--- src/rtl/timer_param_counter.sv ---
// rtl/timer_param_counter.sv - WIDTH-bit timer with clock-select prescaler, CTC mode and NUM_CMP compare channels
// Optional macro TIMER_PARAM_EXT_CLK_EN builds the ext_clk synchroniser for CS 6/7.
module timer_param_counter #(
  parameter int WIDTH   = 16,
  parameter int NUM_CMP = 2
) (
  input  logic               sysClock,
  input  logic               system_reset,
  input  logic [2:0]         reg_addr,
  input  logic [WIDTH-1:0]   reg_wdata,
  input  logic               reg_we,
  output logic [WIDTH-1:0]   reg_rdata,
  input  logic               ext_clk,
  output logic               irq,
  output logic [NUM_CMP-1:0] compare_match
);

  localparam int FW = NUM_CMP + 1;

  logic [WIDTH-1:0]   tcnt;
  logic [3:0]         tccr;
  logic [FW-1:0]      timsk;
  logic [FW-1:0]      tifr;
  logic [WIDTH-1:0]   ocr [NUM_CMP];
  logic [9:0]         presc;
  logic               ext_rise;
  logic               ext_fall;

`ifdef TIMER_PARAM_EXT_CLK_EN
  logic ext_s1, ext_s2, ext_prev;

  always_ff @(posedge sysClock or posedge system_reset) begin
    if (system_reset) begin
      ext_s1   <= 1'b0;
      ext_s2   <= 1'b0;
      ext_prev <= 1'b0;
    end else begin
      ext_s1   <= ext_clk;
      ext_s2   <= ext_s1;
      ext_prev <= ext_s2;
    end
  end

  assign ext_rise = ext_s2 & ~ext_prev;
  assign ext_fall = ~ext_s2 & ext_prev;
`else
  logic unused_ext;
  assign unused_ext = ext_clk;
  assign ext_rise   = 1'b0;
  assign ext_fall   = 1'b0;
`endif

  logic wr_tcnt, wr_tccr, wr_timsk, wr_tifr;
  assign wr_tcnt  = reg_we && (reg_addr == 3'd0);
  assign wr_tccr  = reg_we && (reg_addr == 3'd1);
  assign wr_timsk = reg_we && (reg_addr == 3'd2);
  assign wr_tifr  = reg_we && (reg_addr == 3'd3);

  // tick fires in the cycle whose closing edge wraps the low prescaler bits
  logic tick;
  always_comb begin
    tick = 1'b0;
    case (tccr[2:0])
      3'd1:    tick = 1'b1;
      3'd2:    tick = (presc[2:0] == 3'h7);
      3'd3:    tick = (presc[5:0] == 6'h3f);
      3'd4:    tick = (presc[7:0] == 8'hff);
      3'd5:    tick = (presc == 10'h3ff);
      3'd6:    tick = ext_fall;
      3'd7:    tick = ext_rise;
      default: tick = 1'b0;
    endcase
  end

  logic               cnt_tick;
  logic               ctc_clear;
  logic               tov_set;
  logic [NUM_CMP-1:0] cmp_hit;
  logic [FW-1:0]      tifr_clr;
  logic [FW-1:0]      tifr_next;

  always_comb begin
    cnt_tick  = tick && !wr_tcnt;
    ctc_clear = tccr[3] && (tcnt == ocr[0]);
    tov_set   = cnt_tick && !tccr[3] && (tcnt == {WIDTH{1'b1}});
    for (int i = 0; i < NUM_CMP; i++)
      cmp_hit[i] = cnt_tick && (tcnt == ocr[i]);
    tifr_clr  = wr_tifr ? reg_wdata[FW-1:0] : '0;
    // hardware set is OR'd after the clear so it wins a same-cycle W1C
    tifr_next = (tifr & ~tifr_clr) | {cmp_hit, tov_set};
  end

  always_ff @(posedge sysClock or posedge system_reset) begin
    if (system_reset) begin
      tcnt          <= '0;
      tccr          <= '0;
      timsk         <= '0;
      tifr          <= '0;
      presc         <= '0;
      compare_match <= '0;
      for (int i = 0; i < NUM_CMP; i++) ocr[i] <= '0;
    end else begin
      presc         <= wr_tccr ? 10'd0 : presc + 10'd1;
      tifr          <= tifr_next;
      compare_match <= cmp_hit;
      if (wr_tccr)  tccr  <= reg_wdata[3:0];
      if (wr_timsk) timsk <= reg_wdata[FW-1:0];
      if (wr_tcnt)
        tcnt <= reg_wdata;
      else if (tick)
        tcnt <= ctc_clear ? '0 : tcnt + 1'b1;
      for (int i = 0; i < NUM_CMP; i++)
        if (reg_we && (reg_addr == 3'(4 + i))) ocr[i] <= reg_wdata;
    end
  end

  always_comb begin
    reg_rdata = '0;
    case (reg_addr)
      3'd0: reg_rdata = tcnt;
      3'd1: reg_rdata = WIDTH'(tccr);
      3'd2: reg_rdata = WIDTH'(timsk);
      3'd3: reg_rdata = WIDTH'(tifr);
      default: begin
        for (int i = 0; i < NUM_CMP; i++)
          if (reg_addr == 3'(4 + i)) reg_rdata = ocr[i];
      end
    endcase
  end

  assign irq = |(tifr & timsk);

endmodule

--- config.mk ---
export PLATFORM = sky130hd
export DESIGN_NAME = timer_param_counter
export DESIGN_NICKNAME = d
export VERILOG_FILES = /design/src/rtl/timer_param_counter.sv
export SDC_FILE = /design/constraint.sdc
export NUM_CORES = 1
export LEC_CHECK = 0
export BUFFER_PORTS_ARGS = -buffer_cell sky130_fd_sc_hd__buf_2
export CELL_PAD_IN_SITES_DETAIL_PLACEMENT = 1
export CELL_PAD_IN_SITES_GLOBAL_PLACEMENT = 2
export CORE_ASPECT_RATIO = 0.9
export CORE_MARGIN = 2
export CORE_UTILIZATION = 30
export CTS_BUF_LIST = sky130_fd_sc_hd__clkbuf_16
export CTS_CLUSTER_SIZE = 40
export DETAILED_ROUTE_END_ITERATION = 10
export PLACE_DENSITY = 0.78
export SLEW_MARGIN = 0
export SYNTH_ARGS = -nofsm -noshare
export SYNTH_HDL_FRONTEND = slang
export SYNTH_SLANG_ARGS = --single-unit
--- constraint.sdc ---
create_clock -name sysClock -period 5.2 [get_ports sysClock]
set_input_delay 0.78 -clock sysClock [delete_from_list [all_inputs] [get_ports sysClock]]
set_output_delay 0.78 -clock sysClock [all_outputs]
set_load 0.1 [all_outputs]
== Word-level counts from Yosys, hierarchy flattened ==
Cells that the tools add are included.

* Flip-flop bits (word level): 70
* Bits of input ports: 23
* Output and inout port bits: 19
* Logic and storage cells: 57

* Add/sub/neg operators: 2
* Equal/unequal tests: 17
* Mux-type cells: 9
* Bitwise gates (word level): 4
* Reduce and logical (&&, ||, !) cells: 17

{| class="wikitable"
|+ Operators with widths
! operator !! count
|-
| 16-bit two-way mux || 5
|-
| 16-bit one-hot mux with 4 select lines || 1
|-
| 16-bit equality test || 2
|-
| 16-bit by 1-bit adder with 16-bit output (second input constant) || 1
|-
| 16-bit equality test (second input constant) || 1
|-
| 3-bit equality test (second input constant) || 5
|-
| 3-bit by 2-bit equality test with 1-bit output (second input constant) || 4
|-
| 1-bit logical AND || 12
|-
| 10-bit by 1-bit adder with 10-bit output (second input constant) || 1
|-
| 10-bit equality test (second input constant) || 1
|-
| 10-bit two-way mux || 1
|-
| 8-bit equality test (second input constant) || 1
|-
| 3-bit bitwise AND || 2
|-
| 3-bit by 1-bit equality test with 1-bit output (second input constant) || 2
|-
| 6-bit equality test (second input constant) || 1
|-
| 1-bit one-hot mux with 5 select lines || 1
|-
| 3-bit logical NOT || 1
|-
| 3-bit two-way mux || 1
|-
| 3-bit NOT || 1
|-
| 3-bit bitwise OR || 1
|-
| 3-bit OR reduction || 1
|-
| 1-bit logical NOT || 2
|-
| 2-bit nonzero test || 1
|}

== Logic depth before layout (Yosys ltp) ==
Gate-level depths: netlist of run 1.

* Word-level depth: 7
* Mapped depth: 10
* Mapped depth without buffers: 8

== Worst setup path after synthesis of run 1 ==
Ideal clock, no wire load.

* Path kind: input to output
* From: in reg_addr[0]
* To: out reg_rdata[10]
* Arrival time: 3.227 ns
* Data required time: 4.420 ns
* Path slack: 1.193 ns
* Cell stages on the path: 6
* Path buffers: 3
* Path through: clkbuf_1 > clkbuf_1 > and2_1 > clkbuf_1 > a21oi_1 > nor2_1

* Cells in the longest elaborated chain, start to end: 4
* Elaborated cells on any way between the ends: 9
* Those cells by class: eq/ne: 5; mux: 3; reduce/logical: 1

{| class="wikitable"
|+ Ends and longest elaborated chain
! what !! line !! source
|-
| start, declared || 9 || <nowiki>input logic [2:0] reg_addr,</nowiki>
|-
| 3-bit equality test || 126 || <nowiki>if (reg_addr == 3'(4 + i)) reg_rdata = ocr[i];</nowiki>
|-
| 16-bit two-way mux (2 in series) || 126 ||
|-
| 16-bit one-hot mux with 4 select lines * || 119 || <nowiki>case (reg_addr)</nowiki>
|-
| end, declared || 12 || <nowiki>output logic [WIDTH-1:0] reg_rdata,</nowiki>
|}

Mark *: on every way between the ends. The rest lies on a longest branch, timed or not.

== Worst setup path after layout of run 1 ==
* From: in reg_addr[2]
* To: out reg_rdata[12]

The elaborated chain is that of the path after synthesis.

==> impl_results.md, run 1 <==
* CTS resizes at 0
* Total grt overflow at 0
* Commonest non-fill, non-tap cell in the layout: dfrtp_1
* Crit end category: primary output
* # hold bufs at CTS at 0
* Post-Route Setup TNS at 0 ns
* Mean area per synthesized cell at 9.82 sq um
* Clk slew on worst S/H paths at 0.06 ns
* Drt total wl at roughly 12 mm
* Leak Pwr at between 0.002 and 0.0025 uW
* Top_reg_cell synth: dfrtp_1
* Clock tree buffer depth at 2
* Max-cap check violation count at 0
* H-tree lvl count at 3
* Core footprint at between 0.01 and 0.015 sq mm
* Post-layout min period at 3.33 ns
* Syn nets at approximately 450
* RSZ-0062 raised after global routing: no
* CTS root buf: clkbuf_16
* IO buf count at 40
* Tightest Hold Check Type: register to register
* Largest net degree at the start of global routing at 41
* Global-route wire length before repair at 18.7 mm
* Outcome: completed
* Final count of negative-setup-slack endpoints at 0
* CTS tree: done
* Hold Fails Final Rpt at 0
* Final worst clock skew at 0.00420 ns
* GRT Util Overall at 16.6%
* Max FO, Critical Path at 21
* Initial DRC count at 190
* Area post-placement at 0.00445 sq mm
* Critical R2R Launch: tcnt[2]
* Post-Syn Area at 0.00420 sq mm
* Pwr Density at roughly 450 mW/mm^2
* Sequential share of the synthesized area at 41.8%
* Drt first pass iters at 4
* Critical Path Start Type: input port
* # DRC at 0
* Worst hold start: presc[0]
* Die height at 116 um
* Sw Ratio at 38.5%
* Worst slack, placed at 1.83 ns
* Critical Path RT at roughly 4.4 ns
* Vias in the first global route at 3344
* Cell variety after synth at 54
* Detail Route Antenna Nets at 0
* Gp weighted congestion at 0.802
* Clk sink count at 70
* Post-synthesis instance total at 427
* Kind of critical path: input port to primary output
* Post CTS Setup Buffer Count at 0
* Crit share post-route at 64.1%
* Final worst slack at 1.87 ns
* DR WL/cell at between 15 and 20 um
* R2R Setup Slk at about 2.6 ns
* Post-synth EDFFs at 0
* FMAX at 0.300 GHz
* Internal power at 1300 uW
* Crit. Startpoint: reg_addr[2]
* Routed vias at 3222
* Final HPWL DP at a little over 8 mm
* Initial antenna violation count at 0
* Row cnt at 40
* Die area at 0.0149 sq mm
* Final max-slew violation count at 0
* Synth warn at 0
* CTS Buf Count at 9
* Most frequent cells in the layout: dfrtp_1 (70), nor2_1 (55), buf_2 (40)
* Flop pwr share at around two fifths
* Starting density of the core at between 30% and 40%
* Logic pwr share at 31.6%
* Share of layout cells above drive strength 1 at 23.5%
* Slew @ Worst Pin at 1.01 ns
* VDD IR max at 0.150 mV
* Area leader, netlist: dfrtp_1
* Clock latency on the worst-skew pair at 0.34 ns
* Ports at 42
* Average vias per placed instance at 5.20
* Synth async-reset ratio at 100%
* Synth Register Bits at 70
* P_sw at 814 uW
* Die Wd at 129 um
* DP Cell Count at between 600 and 700
* Clock power frac at 28.9%
* Layout area overhead at 13.0%
* Synth top area cells: dfrtp_1 (42%), mux2_2 (10%), nor2_1 (4.9%)
* Post-Layout Cell Count at 620
* Diodes inserted at 0
* Yosys top cell area share at 41.8%
* Final Cell Area at 0.00474 sq mm
* Final nets at about 470
* Slew headroom at approximately 33%
* Worst EP arrival at approximately 2.6 ns
layer usage:
metal	global-route usage, %	up-vias	routed length [um]
met5	0	-	0
met4	5.51	0	214
met2	25.9	54	5360
met3	3.39	13	360
li1	-	1529	-
met1	23.1	1626	5760
critical path, cell delays in order:
cell	delay, ns
buf_2	0.47
and2_1	0.58
a21oi_1	0.15
nor2_1	0.12
buf_2	0.44
metrics by stage:
step	total power, uW	utilization [%]	hold WS (ns)
after floorplan	1350	-	0.455
after global placement	1480	32.9	0.474
after detailed placement	1510	32.9	0.480
after CTS	2130	35.1	0.488
after global routing	2240	35.1	0.518
final	2110	35.1	0.486
power groups by stage:
stage / Sequential [uW] / Combinational, uW / Clock [uW]
2_1_floorplan: 759 / 588 / 0
3_3_place_gp: 829 / 655 / 0
3_5_place_dp: 843 / 668 / 0
4_1_cts: 833 / 674 / 626
5_1_grt: 856 / 725 / 654
6_report: 835 / 668 / 610
synthesized netlist by cell type (all sizes together), types with 3 or more instances:
cell type   n
a31oi       6
mux2       39
nand3      11
xor2       19
clkbuf     14
buf        20
nand2      27
o22ai       3
o21ai      16
nand2b      3
nor2b       5
mux2i      17
or3b        3
nor3        3
inv         8
nand4       8
mux4        4
dfrtp      70
a21boi      6
xnor2      19
nor4        9
a21o        3
nor2       55
a21oi      25
and2        5
and3        4
ha          3
path summary, 6_finish.rpt:
check / cells after the start / to
max: 5 / reg_rdata[12]
min: 1 / presc[0]
max reg2reg: 6 / tcnt[14]
min reg2reg: 1 / presc[0]
max in group asynchronous: 3 / tcnt[7]
min in group asynchronous: 2 / ocr[23]
registers in the layout (all words and copies together), names as in the netlist:
register       count
tccr               4
compare_match      2
presc             10
timsk              3
tcnt              16
ocr               32
tifr               3
logic make-up (layout without fill, tap and decap cells):
group | count (synthesis) | in the layout | synth area share [%]
muxes | 60 | 60 | 16.7
and+or+nand+nor | 143 | 143 | 17.3
xor gates and xnor gates | 38 | 38 | 7.93
AOI/OAI and AO/OA | 71 | 71 | 10.5
buffers and inverters | 42 | 67 | 4.92
adders and majority gates | 3 | 3 | 0.895
DFF | 70 | 70 | 41.8
layout make-up:
| class | instances | area [sq um] |
|---|---|---|
| inverters | 8 | 30.0 |
| clock buffers | 9 | 225 |
| flip-flops and latches | 70 | 1750 |
| well taps | 168 | 210 |
| fillers | 1578 | 8770 |
| repair buffers | 43 | 223 |
| multi-input cells | 315 | 2240 |
| clock inverters | 7 | 65.1 |
No activity file was read; power rests on OpenSTA's default activity.
==> run 2: changes to the inputs <==
Clock period 5.2 ns to 3.1 ns, I/O delays scaled along.
==> run 2 against run 1 <==
Net effect:
- clock-buffer cell count stayed put
- clock skew up 0.0045 ns
- global-route usage up 0.92 points
- die area is the same
- setup slack lost 1.2 ns
- sequential power grew 68%
- via count rose by 1.1%
- clock power grew 52%
==> impl_results.md, run 2 (same netlist as run 1, synthesis figures left out) <==
* Outcome: completed
* Kind of critical path: input port to primary output
* Most frequent cells in the layout: dfrtp_1 (70), nor2_1 (45), buf_2 (40)
* WHS at ~0.22 ns
* Gp weighted congestion at 0.798
* Ports at between 40 and 50
* GRT Util Overall at 17.5%
* Post-layout min period at 2.48 ns
* Crit-path cells: buf_2 > and2_1 > a21oi_1 > nor2_2 > buf_2
* Die height at 116 um
* Critical path's slowest cell: and2_1
* FMAX at 0.403 GHz
* Tightest Hold Check Type: input port to async pin
* DP Cell Count at 615
* Average vias per placed instance at 5.16
* Routed vias at 3256
* CP dominant cell by count: buf_2
* Critical Path Start Type: input port
* Critical Path RT at around 2.6 ns
* Clock latency on the worst-skew pair at 0.34 ns
* Bufs and invs on worst path at 2
* Slew headroom at 54.7%
* Diodes inserted at 0
* Starting density of the core at 31.0%
* Max FO, Critical Path at 14
* Layout area overhead at 15.0%
* # hold bufs at CTS at 0
* IO buf count at 40
* Core footprint at between 0.01 and 0.015 sq mm
* Crit-path leading delay family: buffers and inverters
* Crit share post-route at roughly 80%
* H-tree lvl count at 3
* RSZ-0062 raised after global routing: no
* Row cnt at 40
* Post CTS Setup Buffer Count at 0
* Multi-input gate area at 0.00227 sq mm
* Slew @ Worst Pin at slightly below 0.7 ns
* # DRC at 0
* Worst EP arrival at 2.01 ns
* CTS root buf: clkbuf_16
* CTS tree: done
* Clk sink count at 70
* Max FFs per register at 32
* Final max-slew violation count at 0
* Drt first pass iters at 4
* Initial DRC count at around 190
* Die area at 0.0149 sq mm
* Total grt overflow at 0
* Area post-placement at 0.00457 sq mm
* CTS Buf Count at 9
* Drt total wl at 12.1 mm
* Largest Register: ocr
* Global-route wire length before repair at a little under 20 mm
* Pwr Density at 721 mW/mm^2
* Final HPWL DP at roughly 8.9 mm
* Die Wd at 129 um
* Post-Layout Cell Count at 631
* Leak Pwr at 0.00207 uW
* CTS resizes at 0
* Final worst clock skew at between 0.008 and 0.009 ns
* Share of layout cells above drive strength 1 at between 20 and 30%
* Initial antenna violation count at 0
* CP peak stage delay at about 0.54 ns
* Max-cap check violation count at 0
* Hold Fails Final Rpt at 0
* Final Cell Area at between 0.004 and 0.005 sq mm
* Crit end category: primary output
* Clk slew on worst S/H paths at around 0.05 ns
* Sequential cell area at 0.00175 sq mm
* Largest net degree at the start of global routing at 31
* Clock tree buffer depth at 2
* Vias in the first global route at 3481
* VDD IR max at 0.306 mV
* Commonest non-fill, non-tap cell in the layout: dfrtp_1
* Final count of negative-setup-slack endpoints at 0
* Final nets at 484
* DR WL/cell at 19.2 um
* Biggest registers after layout: ocr: 32 flops, tcnt: 16 flops, presc: 10 flops
* Detail Route Antenna Nets at 0
* Post-Route Setup TNS at 0 ns
* Fillers at around 1600
## run 2: changes by cell type in the layout (fill, tap and decap cells not counted), sizes merged
cell      delta
bufinv       -1
inv          +2
clkinvlp     -1
buf         +11
## run 2: metrics by stage
stage | power (uW) | utilization [%] | worst slack, ns
3_3_place_gp | 2510 | 33.8 | 0.599
2_1_floorplan | 2270 | - | -0.125
5_1_grt | 3690 | 35.7 | 0.438
4_1_cts | 3510 | 35.7 | 0.578
3_5_place_dp | 2560 | 33.8 | 0.579
6_report | 3480 | 35.7 | 0.622
## run 2: layer usage
metal	share of wire, %	up-vias	wire (um)	GRT usage [%]
met3	3.1	14	371	3.02
li1	-	1552	-	-
met5	0	-	0	0
met4	1.9	0	229	6.67
met2	46	47	5570	27.9
met1	49	1643	5980	23.9
## run 2: power by group
group | leakage (uW) | internal, uW | total [uW] | switching [uW]
Clock | 0.000135 | 528 | 928 | 400
Combinational | 0.00111 | 457 | 1150 | 691
Sequential | 0.000826 | 1120 | 1400 | 284
## run 2: path summary, 6_finish.rpt
kind                                     from       endpoint  slack [ns]  cells past startpoint
max in group asynchronous        system_reset        ocr[21]        2.11                      3
worst max-delay path              reg_addr[0]  reg_rdata[13]        0.62                      5
min in group sysClock           reg_wdata[12]       tcnt[12]        0.38                      2
worst min register to register       presc[0]       presc[0]        0.49                      1
worst min-delay path             system_reset       presc[5]        0.22                      2
worst max register to register        tcnt[1]       tcnt[14]        0.63                      7
## run 2: final cells by class
cell class / count / share of cell area [%]
inverters: 8 / 0.622
repair buffers: 54 / 6.33
flip-flops and latches: 70 / 36.3
clock buffers: 9 / 4.67
multi-input cells: 315 / 47.0
clock inverters: 7 / 0.700
well taps: 168 / 4.36
